File: src/rtl/bcd_timer_mux_n.sv
// N-digit BCD time counter with preset load, wrap flag and a rotating word bus.
// Define BCD_TIMER_ALARM_EN to add the alarm_val compare and the alarm pulse.
module bcd_timer_mux_n #(
  parameter int                F_CLK_HZ       = 25_000_000,
  parameter int                TICK_HZ        = 1,
  parameter int                NDIG           = 4,
  parameter logic [4*NDIG-1:0] DIG_MAX        = 16'h2359,
  parameter int                WORD_DWELL_TKS = 12_500_000,
  localparam int               NWORDS         = NDIG / 2,
  localparam int               IDX_W          = (NWORDS > 1) ? $clog2(NWORDS) : 1
) (
  input  logic                clk,
  input  logic                reset_n,
  input  logic                pause,
  input  logic                dir,
  input  logic                load,
  input  logic [4*NDIG-1:0]   load_val,
`ifdef BCD_TIMER_ALARM_EN
  input  logic [4*NDIG-1:0]   alarm_val,
  output logic                alarm,
`endif
  output logic [IDX_W+7:0]    word_bus,
  output logic                wrap,
  output logic                led
);

  localparam int TICK_TKS = F_CLK_HZ / TICK_HZ;
  localparam bit TICK_ALL = (TICK_TKS <= 1);
  localparam int TW       = TICK_ALL ? 1 : $clog2(TICK_TKS);
  localparam logic [TW-1:0] TICK_LAST =
    TICK_ALL ? '0 : TW'(TICK_TKS - 1);
  localparam logic [TW-1:0] TICK_HALF =
    TICK_ALL ? '0 : TW'(TICK_TKS / 2);

  localparam bit DWELL_ALL = (WORD_DWELL_TKS <= 1);
  localparam int DW        = DWELL_ALL ? 1 : $clog2(WORD_DWELL_TKS);
  localparam logic [DW-1:0] DWELL_LAST =
    DWELL_ALL ? '0 : DW'(WORD_DWELL_TKS - 1);
  localparam logic [IDX_W-1:0] IDX_LAST = IDX_W'(NWORDS - 1);

  logic pause_m_q, pause_s_q;
  logic dir_m_q, dir_s_q;
  logic load_m_q, load_s_q, load_p_q;
  logic load_rise, tick, step, adv;

  logic [TW-1:0]        tick_cnt_q, tick_cnt_d;
  logic [DW-1:0]        dwell_q, dwell_d;
  logic [IDX_W-1:0]     idx_q, idx_d;
  logic [4*NDIG-1:0]    dig_q, dig_d;
  logic [4*NDIG-1:0]    up_v, dn_v, ld_v;
  logic                 cy, bw;
  logic [IDX_W+7:0]     word_q, word_d;
  logic                 wrap_q, wrap_d;
  logic                 led_q, led_d;
`ifdef BCD_TIMER_ALARM_EN
  logic                 alarm_q, alarm_d;
`endif

  assign load_rise = load_s_q & ~load_p_q;
  assign tick      = TICK_ALL | (tick_cnt_q == TICK_LAST);
  assign step      = tick & ~pause_s_q & ~load_rise;
  assign adv       = DWELL_ALL | (dwell_q == DWELL_LAST);

  always_comb begin
    tick_cnt_d = tick_cnt_q + TW'(1);
    if (TICK_ALL || load_rise || tick) tick_cnt_d = '0;
    led_d = (tick_cnt_q < TICK_HALF);
  end

  always_comb begin
    dwell_d = dwell_q + DW'(1);
    idx_d   = idx_q;
    if (adv) begin
      dwell_d = '0;
      idx_d   = (idx_q == IDX_LAST) ? '0 : idx_q + IDX_W'(1);
    end
  end

  // Ripple carry/borrow across digits, each with its own modulus.
  always_comb begin
    up_v = dig_q;
    dn_v = dig_q;
    ld_v = load_val;
    cy   = 1'b1;
    bw   = 1'b1;
    for (int i = 0; i < NDIG; i++) begin
      if (cy) begin
        if (dig_q[4*i +: 4] >= DIG_MAX[4*i +: 4]) begin
          up_v[4*i +: 4] = 4'd0;
        end else begin
          up_v[4*i +: 4] = dig_q[4*i +: 4] + 4'd1;
          cy = 1'b0;
        end
      end
      if (bw) begin
        if (dig_q[4*i +: 4] == 4'd0) begin
          dn_v[4*i +: 4] = DIG_MAX[4*i +: 4];
        end else begin
          dn_v[4*i +: 4] = dig_q[4*i +: 4] - 4'd1;
          bw = 1'b0;
        end
      end
      if (load_val[4*i +: 4] > DIG_MAX[4*i +: 4]) begin
        ld_v[4*i +: 4] = 4'd0;
      end
    end
  end

  always_comb begin
    dig_d  = dig_q;
    wrap_d = 1'b0;
    if (load_rise) begin
      dig_d = ld_v;
    end else if (step) begin
      dig_d  = dir_s_q ? up_v : dn_v;
      wrap_d = dir_s_q ? cy : bw;
    end
`ifdef BCD_TIMER_ALARM_EN
    alarm_d = step & (dig_d == alarm_val);
`endif
  end

  always_comb begin
    word_d = '0;
    for (int k = 0; k < NWORDS; k++) begin
      if (idx_q == IDX_W'(k)) begin
        word_d = {IDX_W'(k), dig_q[8*k +: 8]};
      end
    end
  end

  always_ff @(posedge clk or negedge reset_n) begin
    if (!reset_n) begin
      pause_m_q  <= 1'b0;
      pause_s_q  <= 1'b0;
      dir_m_q    <= 1'b0;
      dir_s_q    <= 1'b0;
      load_m_q   <= 1'b0;
      load_s_q   <= 1'b0;
      load_p_q   <= 1'b0;
      tick_cnt_q <= '0;
      dwell_q    <= '0;
      idx_q      <= '0;
      dig_q      <= '0;
      word_q     <= '0;
      wrap_q     <= 1'b0;
      led_q      <= 1'b0;
`ifdef BCD_TIMER_ALARM_EN
      alarm_q    <= 1'b0;
`endif
    end else begin
      pause_m_q  <= pause;
      pause_s_q  <= pause_m_q;
      dir_m_q    <= dir;
      dir_s_q    <= dir_m_q;
      load_m_q   <= load;
      load_s_q   <= load_m_q;
      load_p_q   <= load_s_q;
      tick_cnt_q <= tick_cnt_d;
      dwell_q    <= dwell_d;
      idx_q      <= idx_d;
      dig_q      <= dig_d;
      word_q     <= word_d;
      wrap_q     <= wrap_d;
      led_q      <= led_d;
`ifdef BCD_TIMER_ALARM_EN
      alarm_q    <= alarm_d;
`endif
    end
  end

  assign word_bus = word_q;
  assign wrap     = wrap_q;
  assign led      = led_q;
`ifdef BCD_TIMER_ALARM_EN
  assign alarm    = alarm_q;
`endif

endmodule

File: config.mk
export PLATFORM = sky130hd
export DESIGN_NAME = bcd_timer_mux_n
export DESIGN_NICKNAME = d
export VERILOG_FILES = /design/src/rtl/bcd_timer_mux_n.sv
export SDC_FILE = /design/constraint.sdc
export NUM_CORES = 1
export LEC_CHECK = 0
export ABC_AREA = 1
export ABC_CLOCK_PERIOD_IN_PS = 4000
export BUFFER_PORTS_ARGS = -buffer_cell sky130_fd_sc_hd__buf_2
export CAP_MARGIN = 20
export CORE_MARGIN = 2
export CORE_UTILIZATION = 50
export DETAILED_ROUTE_END_ITERATION = 7
export GPL_TIMING_DRIVEN = 0
export HOLD_SLACK_MARGIN = 0.05
export PLACE_DENSITY = 0.75
export SLEW_MARGIN = 25
export SYNTH_ARGS = -nofsm -noshare
export SYNTH_HDL_FRONTEND = slang
export SYNTH_SLANG_ARGS = --single-unit
File: constraint.sdc
create_clock -name clk -period 4 [get_ports clk]
set_input_delay 0.8 -clock clk [delete_from_list [all_inputs] [get_ports clk]]
set_output_delay 0.8 -clock clk [all_outputs]
set_load 0.1 [all_outputs]
# [Word-level counts from Yosys, hierarchy flattened]
# Index checks and enable logic that the tools add are counted.
[classes] magnitude_cmp=9 muxes=42 addsub=11 bitwise=6 reduce_logical=12 n_eq_ne=5
[ops] op="$mux 4" n=18
[ops] op="$mux 16" n=3
[ops] op="$add 25x1->25 const B" n=1
[ops] op="$eq 25x25->1 const B" n=1
[ops] op="$lt 25x24->1 const B" n=1
[ops] op="$mux 25" n=1
[ops] op="$add 24x1->24 const B" n=1
[ops] op="$eq 24x24->1 const B" n=1
[ops] op="$mux 24" n=1
[ops] op="$mux 1" n=18
[ops] op="$add 4x1->4 const B" n=4
[ops] op="$logic_not 4->1" n=4
[ops] op="$sub 4x1->4 const B" n=4
[ops] op="$mux 9" n=1
[ops] op="$ne 3x1->1 const B" n=3
[ops] op="$reduce_and 3->1" n=3
[ops] op="$reduce_bool 3->1" n=3
[ops] op="$ge 4x2->1 const B" n=2
[ops] op="$gt 4x2->1 const B" n=2
[ops] op="$ge 4x3->1 const B" n=1
[ops] op="$ge 4x4->1 const B" n=1
[ops] op="$gt 4x3->1 const B" n=1
[ops] op="$gt 4x4->1 const B" n=1
[ops] op="$and 1x1->1" n=3
[ops] op="4 further kinds" n=6
[word_totals] ff_bits=84

# [Logic depth before layout (Yosys ltp)]
# Gate-level depths: netlist (run 1).
[logic_depth] word_depth=8 mapped_depth=12

# [Worst setup path before layout (run 1)]
# OpenSTA, ideal clock, no wires.
[synth_timing] path_kind="reg-to-output" start="register led_q (netlist: led)" end="output led" n_path_buf=0 arrival_ns=0.883 stages_incl_launch_ff=1 t_required_ns=3.200 slack_ns=2.317 cell_sequence="dfrtp_1"
[synth_rtl] item="start, declared" line="54" rtl="logic led_q, led_d;"
[synth_rtl] item="start signal, assigned" line="165" rtl="led_q <= led_d;"
[synth_rtl] item="end, declared" line="24" rtl="output logic led"
# No word-level cell between the ends.

# [Worst setup path in the final report (run 1)]
[layout_timing] start="register dig_q[0]" end="register dig_q[7]"
[layout_between] elab_chain_len=4 elab_cells_between_ends=7 cone_classes="order compare (1); eq/ne (1); mux (2); reduce/logical (3)"
[layout_rtl] item="start, declared" line="49" rtl="logic [4*NDIG-1:0] dig_q, dig_d;"
[layout_rtl] item="start signal, assigned" line="162" rtl="dig_q <= dig_d;"
[layout_rtl] item="$ge 4x4->1 or $logic_not 4->1 (tied branches)" line="88, 96"
[layout_rtl] item="$mux 1, on equally long branches" line="88, 96"
[layout_rtl] item="$ne 3x1->1 (no line) or $reduce_bool 3->1 (tied branches)"
[layout_rtl] item="$reduce_and 3->1 (no line) (*)"
# Every way passes the cells marked *; elsewhere a longest branch is shown, timed or not.
# A chain may end at the register's enable or synchronous reset.

==> results of run 1 <==
[metal layers]
layer / global-route usage, % / routed length, µm
met5: 0 / 0
met4: 8.98 / 308
met3: 4.89 / 725
met2: 36.9 / 5400
met1: 28.2 / 4850
[flip-flops by register name, summed over array words and instances, names as in the netlist]
| signal | cells |
|---|---|
| idx_q | 1 |
| pause_s_q | 1 |
| wrap | 1 |
| pause_m_q | 1 |
| dir_s_q | 1 |
| load_m_q | 1 |
| tick_cnt_q | 25 |
| dig_q | 16 |
| load_p_q | 1 |
| word_bus | 9 |
| dwell_q | 24 |
| load_s_q | 1 |
| dir_m_q | 1 |
| led | 1 |
[layout by cell type, fill, tap and decap left out, types with 19 or more instances in the layout]
cell type,instances
sky130_fd_sc_hd__nor3_1,24
sky130_fd_sc_hd__nand3_1,71
sky130_fd_sc_hd__inv_1,80
sky130_fd_sc_hd__nand4_1,19
sky130_fd_sc_hd__o21ai_0,24
sky130_fd_sc_hd__nor2_1,117
sky130_fd_sc_hd__nand2_1,169
sky130_fd_sc_hd__xor2_1,26
sky130_fd_sc_hd__dfrtp_1,84
sky130_fd_sc_hd__buf_2,31
[where the power goes]
part | total [mW] | internal [mW] | switching, mW
sequential | 1.08 | 0.963 | 0.118
clock | 0.663 | 0.308 | 0.355
combinational | 0.978 | 0.280 | 0.698
[cell usage after synthesis (5+ instances only)]
cell type / number / area [µm²]
sky130_fd_sc_hd__a21oi_1: 12 / 60.1
sky130_fd_sc_hd__dfrtp_1: 84 / 2100
sky130_fd_sc_hd__ha_1: 14 / 175
sky130_fd_sc_hd__inv_1: 80 / 300
sky130_fd_sc_hd__nand2_1: 169 / 634
sky130_fd_sc_hd__nand3_1: 71 / 355
sky130_fd_sc_hd__nand4_1: 19 / 119
sky130_fd_sc_hd__nor2_1: 117 / 439
sky130_fd_sc_hd__nor3_1: 24 / 120
sky130_fd_sc_hd__o211ai_1: 5 / 37.5
sky130_fd_sc_hd__o21ai_0: 24 / 120
sky130_fd_sc_hd__xor2_1: 26 / 228
[worst paths after layout]
kind / startpoint / endpoint / cells past startpoint
max: dig_q[0]$_DFFE_PN0P_ / dig_q[7]$_DFFE_PN0P_ / 10
min: reset_n / tick_cnt_q[6]$_DFF_PN0_ / 1
max reg2reg: dig_q[0]$_DFFE_PN0P_ / dig_q[7]$_DFFE_PN0P_ / 10
min reg2reg: dir_m_q$_DFF_PN0_ / dir_s_q$_DFF_PN0_ / 0
max in group asynchronous: reset_n / load_p_q$_DFF_PN0_ / 2
min in group clk: dir_m_q$_DFF_PN0_ / dir_s_q$_DFF_PN0_ / 0
[layout make-up]
type,instances,area [µm²]
clock inverters,7,90.1
plain buffers,9,73.8
flip-flops and latches,84,2100
clock buffers,9,124
well taps,133,166
repair buffers,32,185
inverters,83,312
multi-input cells,509,2550
fillers,953,4170
[critical path: cells and delay by family (launching register included)]
kind / cells / cell delay, ns
buf+inv: 2 / 0.26
simple gates: 7 / 0.89
fa+ha+maj: 1 / 0.26
flops: 1 / 0.49
[logic make-up (layout without fill, tap and decap cells)]
logic type	count (synthesis)	after routing	share of synthesized area, %
simple gates	422	422	37.3
buf+inv	92	140	7.65
flops	84	84	41.7
compound gates	43	43	4.62
xor+xnor	30	30	5.22
fa+ha+maj	14	14	3.48
==> impl_summary.txt, run 1 <==
----------------------------------------------------
[Outcome]
  Run status ... finished, final reports clean

[Worst hold path]
  Worst min-delay path category ... in2async

[Clock network]
  CTS tree ... yes
  Bufs on Longest Clock Path ... 2
  Clock Sink Count ... 84
  Buffer count from post-CTS setup fixing ... 0
  Number of buffers inserted for hold repair after clock tree synthesis ... 0
  Clock transition at path regs ... 0.10 ns
  Number of H-tree levels ... 3
  Root Buffer ... sky130_fd_sc_hd__clkbuf_8
  Clock latency at the later pin of the worst-skew pair ... 0.38 ns
  Count of cells resized by post-cts repair ... 0
  Clock buffer count from CTS ... 9

[Final layout]
  Fin nets ... 763
  Utilization after layout ... 57.3%
  Synthesis-to-layout area growth ... 11.2%
  Post-Layout Cell Count ... 866
  Antenna diode count ... 0
  Proportion of layout cells with a drive suffix above 1 ... 9.69%
  Post-layout instance area ... 0.00560 mm²

[Setup path]
  Library cell appearing most often on the critical path ... sky130_fd_sc_hd__nand2_1
  Data required, critical path ... 4.27 ns
  Flop2flop setup slack ... 1.98 ns
  Crit path capture type ... register
  Standard cell with the maximum stage delay on the critical path ... sky130_fd_sc_hd__dfrtp_1
  Arrival time worst endpoint ... 2.28 ns
  Critical Path Max Stage Delay ... 0.49 ns
  Crit Path Category ... reg2reg
  Largest fanout on the critical path ... 7
  Category of the worst setup path launch point ... register
  Critical path, cell by cell ... inv_1, ha_1, nand2_1, nor2_1, nor2_1, or2_1, inv_1, nand2_1, nand2_1, nand2_1

[STA]
  Setup skew after layout ... 0.0144 ns
  Setup TNS Final ... 0 ns
  Max-slew violation total from the final report ... 0
  Final Hold Violating Endpoints ... 0
  Least-Margin Pin Slew ... 0.514 ns
  Smallest setup slack after layout ... 1.98 ns
  Final setup violation count ... 0
  Setup repair after global routing missed its margin ... no
  Slew margin rel. ... 65.5%
  Post-layout min period ... 2.02 ns
  Period Utilization, post-route ... 50.5%
  Fmax achieved ... 0.495 GHz
  Tightest hold margin ... 0.330 ns

[Synthesis]
  Share of synthesized registers carrying an async set or reset ... 100%
  Total nets after synthesis ... 720
  Syn_area_per_cell ... 7.35 µm²
  Portion of the post-synthesis area used by sequential elements ... 41.7%
  Number of flops mapped to enable cells by yosys ... 0
  Post-synthesis instance area ... 0.00503 mm²
  Cells after Synth ... 685
  Number of library cell types mapped by synthesis ... 31
  Yosys warning count ... 0
  Post-synthesis register bit count ... 84
  Primary FF master, synth ... sky130_fd_sc_hd__dfrtp_1

[Floorplanning]
  Area of the placeable core ... 0.00977 mm²
  Number of rows created at floorplan ... 36
  Die outline area ... 0.0109 mm²
  Chip width ... 104 µm
  Top-level I/O count ... 32
  Initial cell density of the core ... 51.5%
  Height of the die ... 104 µm

[Power and ir drop]
  Max IR drop VDD ... 0.441 mV
  Design Power ... 2.72 mW
  Reported leakage power ... 2.70 nW
  Power Density ... 486 mW/mm²

[Drt]
  Wirelength, routed ... 11300 µm
  First-iteration detailed-routing DRC count ... 286
  Remaining DRCs ... 0
  Number of optimization iterations in the first detailed-route pass ... 5
  Total via count in the routed design ... 4585
  Residual antenna-violating net count after detailed routing ... 0
  Routed wirelength normalized by instance count ... 13.0 µm
  Drt via density ... 5.29

[GRT]
  First-pass GRT wire length ... 19800 µm
  Vias in the first global route ... 4497
  Initial antenna violation count ... 0
  Global route overflow ... 0
  Overall track demand over capacity in global routing ... 22.2%
  Largest net degree at the start of global routing ... 58

[Run]
  Max capacitance violation total ... 0

[Placement]
  HPWL reported at the end of detailed placement ... 8670 µm
  Number of input and output port buffers inserted ... 31
  Cell Area, Placed ... 0.00539 mm²
  Dpl cells ... 850
  Setup WS pre-CTS ... 2.04 ns
  Gpl congestion ... 0.990

----------------------------------------------------
Note: power is estimated with default switching activity, not from simulation.
==> run 2, diff against run 1 <==
- ABC_AREA: 1 -> 0
- ABC_CLOCK_PERIOD_IN_PS: 4000 -> 1700
- PLACE_DENSITY: 0.75 -> 0.78
- clock period: 4 -> 1.7 ns (I/O delays scaled with it)
==> impl_summary.txt, run 2 <==
----------------------------------------------------
[Synthesis]
  Syn_area_per_cell ... 9.67 µm²
  Post-synthesis instance area ... 0.00455 mm²
  Cells after Synth ... 471
  Yosys warning count ... 0
  Primary FF master, synth ... sky130_fd_sc_hd__dfrtp_1
  Total nets after synthesis ... 506
  Number of library cell types mapped by synthesis ... 59
  Portion of the post-synthesis area used by sequential elements ... 46.2%
  Number of flops mapped to enable cells by yosys ... 0
  Cell taking the most area after synthesis ... sky130_fd_sc_hd__dfrtp_1
  Post-synthesis register bit count ... 84
  Most used standard cell by instance count after synthesis ... sky130_fd_sc_hd__dfrtp_1
  Area fraction of the dominant cell type after synthesis ... 46.2%
  Most frequent cells after synthesis ... 84 x sky130_fd_sc_hd__dfrtp_1, 50 x sky130_fd_sc_hd__nor2_1, 32 x sky130_fd_sc_hd__nand2_1, 30 x sky130_fd_sc_hd__nand3_1, 24 x sky130_fd_sc_hd__xor2_1
  Area contributors post-synth ... sky130_fd_sc_hd__dfrtp_1 46%, sky130_fd_sc_hd__xor2_1 4.6%, sky130_fd_sc_hd__nor2_1 4.1%, sky130_fd_sc_hd__ha_1 3.8%, sky130_fd_sc_hd__xnor2_1 3.7%
  Share of synthesized registers carrying an async set or reset ... 100%

[Power and ir drop]
  Fraction of power spent switching nets ... 39.0%
  Share of power burned in the clock network ... 23.2%
  Max IR drop VDD ... 0.468 mV
  Flop pwr share ... 39.6%
  Reported leakage power ... 2.61 nW
  Sw Pwr ... 2.34 mW
  Cell-internal power ... 3.65 mW
  Power Density ... 1030 mW/mm²
  Combinational power share ... 37.2%

[Setup path]
  Data required, critical path ... 1.97 ns
  Category of the worst setup path launch point ... register
  Standard cell with the maximum stage delay on the critical path ... sky130_fd_sc_hd__or4_1
  Largest fanout on the critical path ... 5
  Cell class contributing the biggest share of worst-path delay ... simple AND/OR/NAND/NOR gates
  Crit Path Category ... reg2reg
  Arrival time worst endpoint ... 2.52 ns
  Critical path, cell by cell ... inv_2, ha_4, or3b_4, nor3_4, a31oi_4, or4_1, a32o_1
  Buf+Inv Stages, Crit Path ... 1
  Critical Path Max Stage Delay ... 0.49 ns
  Flop2flop setup slack ... -0.55 ns
  Crit path capture type ... register

[Outcome]
  Run status ... finished, violations left
  Violated checks ... negative setup slack

[GRT]
  Largest net degree at the start of global routing ... 47
  Vias in the first global route ... 3991
  Global route overflow ... 0
  Initial antenna violation count ... 0
  Overall track demand over capacity in global routing ... 23.5%
  First-pass GRT wire length ... 18800 µm

[Placement]
  Number of input and output port buffers inserted ... 31
  Setup WS pre-CTS ... -0.649 ns
  HPWL reported at the end of detailed placement ... 7280 µm
  Gpl congestion ... 0.829

[Drt]
  Top routing layer in use ... met4
  Routed met3 length ... 677 µm
  Drt via density ... 6.17
  Number of optimization iterations in the first detailed-route pass ... 5
  Routed wirelength normalized by instance count ... 18.3 µm
  Wirelength, routed ... 12100 µm
  Residual antenna-violating net count after detailed routing ... 0
  First-iteration detailed-routing DRC count ... 353
  Remaining DRCs ... 0
  Metal-1 WL ... 4670 µm
  Total via count in the routed design ... 4085
  Met2 routed WL ... 6230 µm

[Final layout]
  Register with the highest flop count ... tick_cnt_q
  Largest regs ... tick_cnt_q (25), dwell_q (24), dig_q (16)
  Fin nets ... 584
  Number of fill cells in the layout ... 621
  Most common cell after layout, fill and taps aside ... sky130_fd_sc_hd__dfrtp_1
  Number of flip-flops in the largest register ... 25
  Synthesis-to-layout area growth ... 28.2%
  Antenna diode count ... 0
  Proportion of layout cells with a drive suffix above 1 ... 30.5%
  Most frequent cells in the layout ... 76 x sky130_fd_sc_hd__dfrtp_1, 46 x sky130_fd_sc_hd__nor2_1, 31 x sky130_fd_sc_hd__buf_2

[STA]
  Fmax achieved ... 0.445 GHz
  Slew margin rel. ... 50.8%
  Final setup violation count ... 41
  Smallest setup slack after layout ... -0.548 ns
  Tightest hold margin ... 0.0792 ns
  Max-slew violation total from the final report ... 0
  Period Utilization, post-route ... 132%
  Least-Margin Pin Slew ... 0.738 ns
  Post-layout min period ... 2.25 ns
  Setup repair after global routing missed its margin ... yes
  Final Hold Violating Endpoints ... 0
  Setup skew after layout ... 0.0150 ns

[Clock network]
  Clock buffer count from CTS ... 9
  Clock latency at the later pin of the worst-skew pair ... 0.37 ns
  CTS tree ... yes
  Clock transition at path regs ... 0.10 ns
  Bufs on Longest Clock Path ... 2
  Number of H-tree levels ... 3
  Clock Sink Count ... 84
  Root Buffer ... sky130_fd_sc_hd__clkbuf_8

[Floorplanning]
  Area of the placeable core ... 0.00876 mm²
  Initial cell density of the core ... 52.0%
  Top-level I/O count ... 32
  Chip width ... 99.4 µm
  Height of the die ... 99.4 µm
  Die outline area ... 0.00989 mm²
  Number of rows created at floorplan ... 34

[Run]
  Max capacitance violation total ... 0

[Worst hold path]
  Worst min-delay path category ... in2reg

----------------------------------------------------
[run 2: power by group through the flow]
stage	sequential [mW]	combinational, mW	clock (mW)
2_1_floorplan	2.78	0.982	0
3_3_place_gp	2.39	1.69	0
3_5_place_dp	2.41	1.76	0
4_1_cts	2.36	1.96	1.39
5_1_grt	2.39	2.39	1.49
6_report	2.37	2.23	1.39
[run 2: layout make-up]
type,count,area [µm²],area share (%)
Buffer,17,125,2.14
Clock buffer,10,138,2.36
Clock inverter,6,46.3,0.793
Inverter,16,62.6,1.07
Multi-Input combinational cell,351,2700,46.3
Sequential cell,84,2110,36.2
Tap cell,108,135,2.31
Timing Repair Buffer,70,519,8.89
[run 2: per-layer routing]
layer / up-vias / track usage (%)
met5: - / 0
met4: 0 / 10.3
met3: 58 / 5.41
met2: 169 / 40.6
met1: 2010 / 28.1
li1: 1848 / -
[run 2: cells by family after synthesis]
family / after synthesis / share of synthesized area (%)
compound gates: 70 / 9.84
xor+xnor: 43 / 8.27
fa+ha+maj: 14 / 3.85
buf+inv: 36 / 3.05
flops: 84 / 46.2
mux: 13 / 3.05
simple gates: 211 / 25.8
[run 2: timing repair]
item	CTS	global route
gates cloned	2	1
buffers inserted	20	15
resized for setup	38	60
endpoints found under the setup margin	52	58
pin swaps	16	14
hold endpoints to repair	38	1
hold buffers	1	1
[run 2: per-stage QoR]
step	utilization, %	setup TNS, ns	power, mW	area (µm²)	cells
after detailed placement	57.1	-16.38	4.17	5000	611
after floorplan	-	-3.44	3.76	4680	471
after global placement	56.8	-44.96	4.09	4970	610
after CTS	62.7	-7.21	5.70	5500	648
final	66.6	-7.56	5.99	5840	662
after global routing	66.6	-10.25	6.28	5840	662
[run 2: worst paths after layout]
path                                            from                    end  depth (start not counted)
worst max-delay path            dig_q[5]$_DFFE_PN0P_   dig_q[9]$_DFFE_PN0P_                          7
worst min-delay path                             dir      dir_m_q$_DFF_PN0_                          1
worst max register to register  dig_q[5]$_DFFE_PN0P_   dig_q[9]$_DFFE_PN0P_                          7
worst min register to register   pause_m_q$_DFF_PN0_    pause_s_q$_DFF_PN0_                          0
max in group asynchronous                    reset_n   dwell_q[5]$_DFF_PN0_                          3
min in group asynchronous                    reset_n  word_bus[0]$_DFF_PN0_                          2
[run 2: worst register-to-register path, cell delays in order (launching register included)]
cell and delay (ns):
sky130_fd_sc_hd__dfrtp_1 0.43, sky130_fd_sc_hd__inv_2 0.11, sky130_fd_sc_hd__ha_4 0.15, sky130_fd_sc_hd__or3b_4 0.42
sky130_fd_sc_hd__nor3_4 0.23, sky130_fd_sc_hd__a31oi_4 0.06, sky130_fd_sc_hd__or4_1 0.49, sky130_fd_sc_hd__a32o_1 0.25
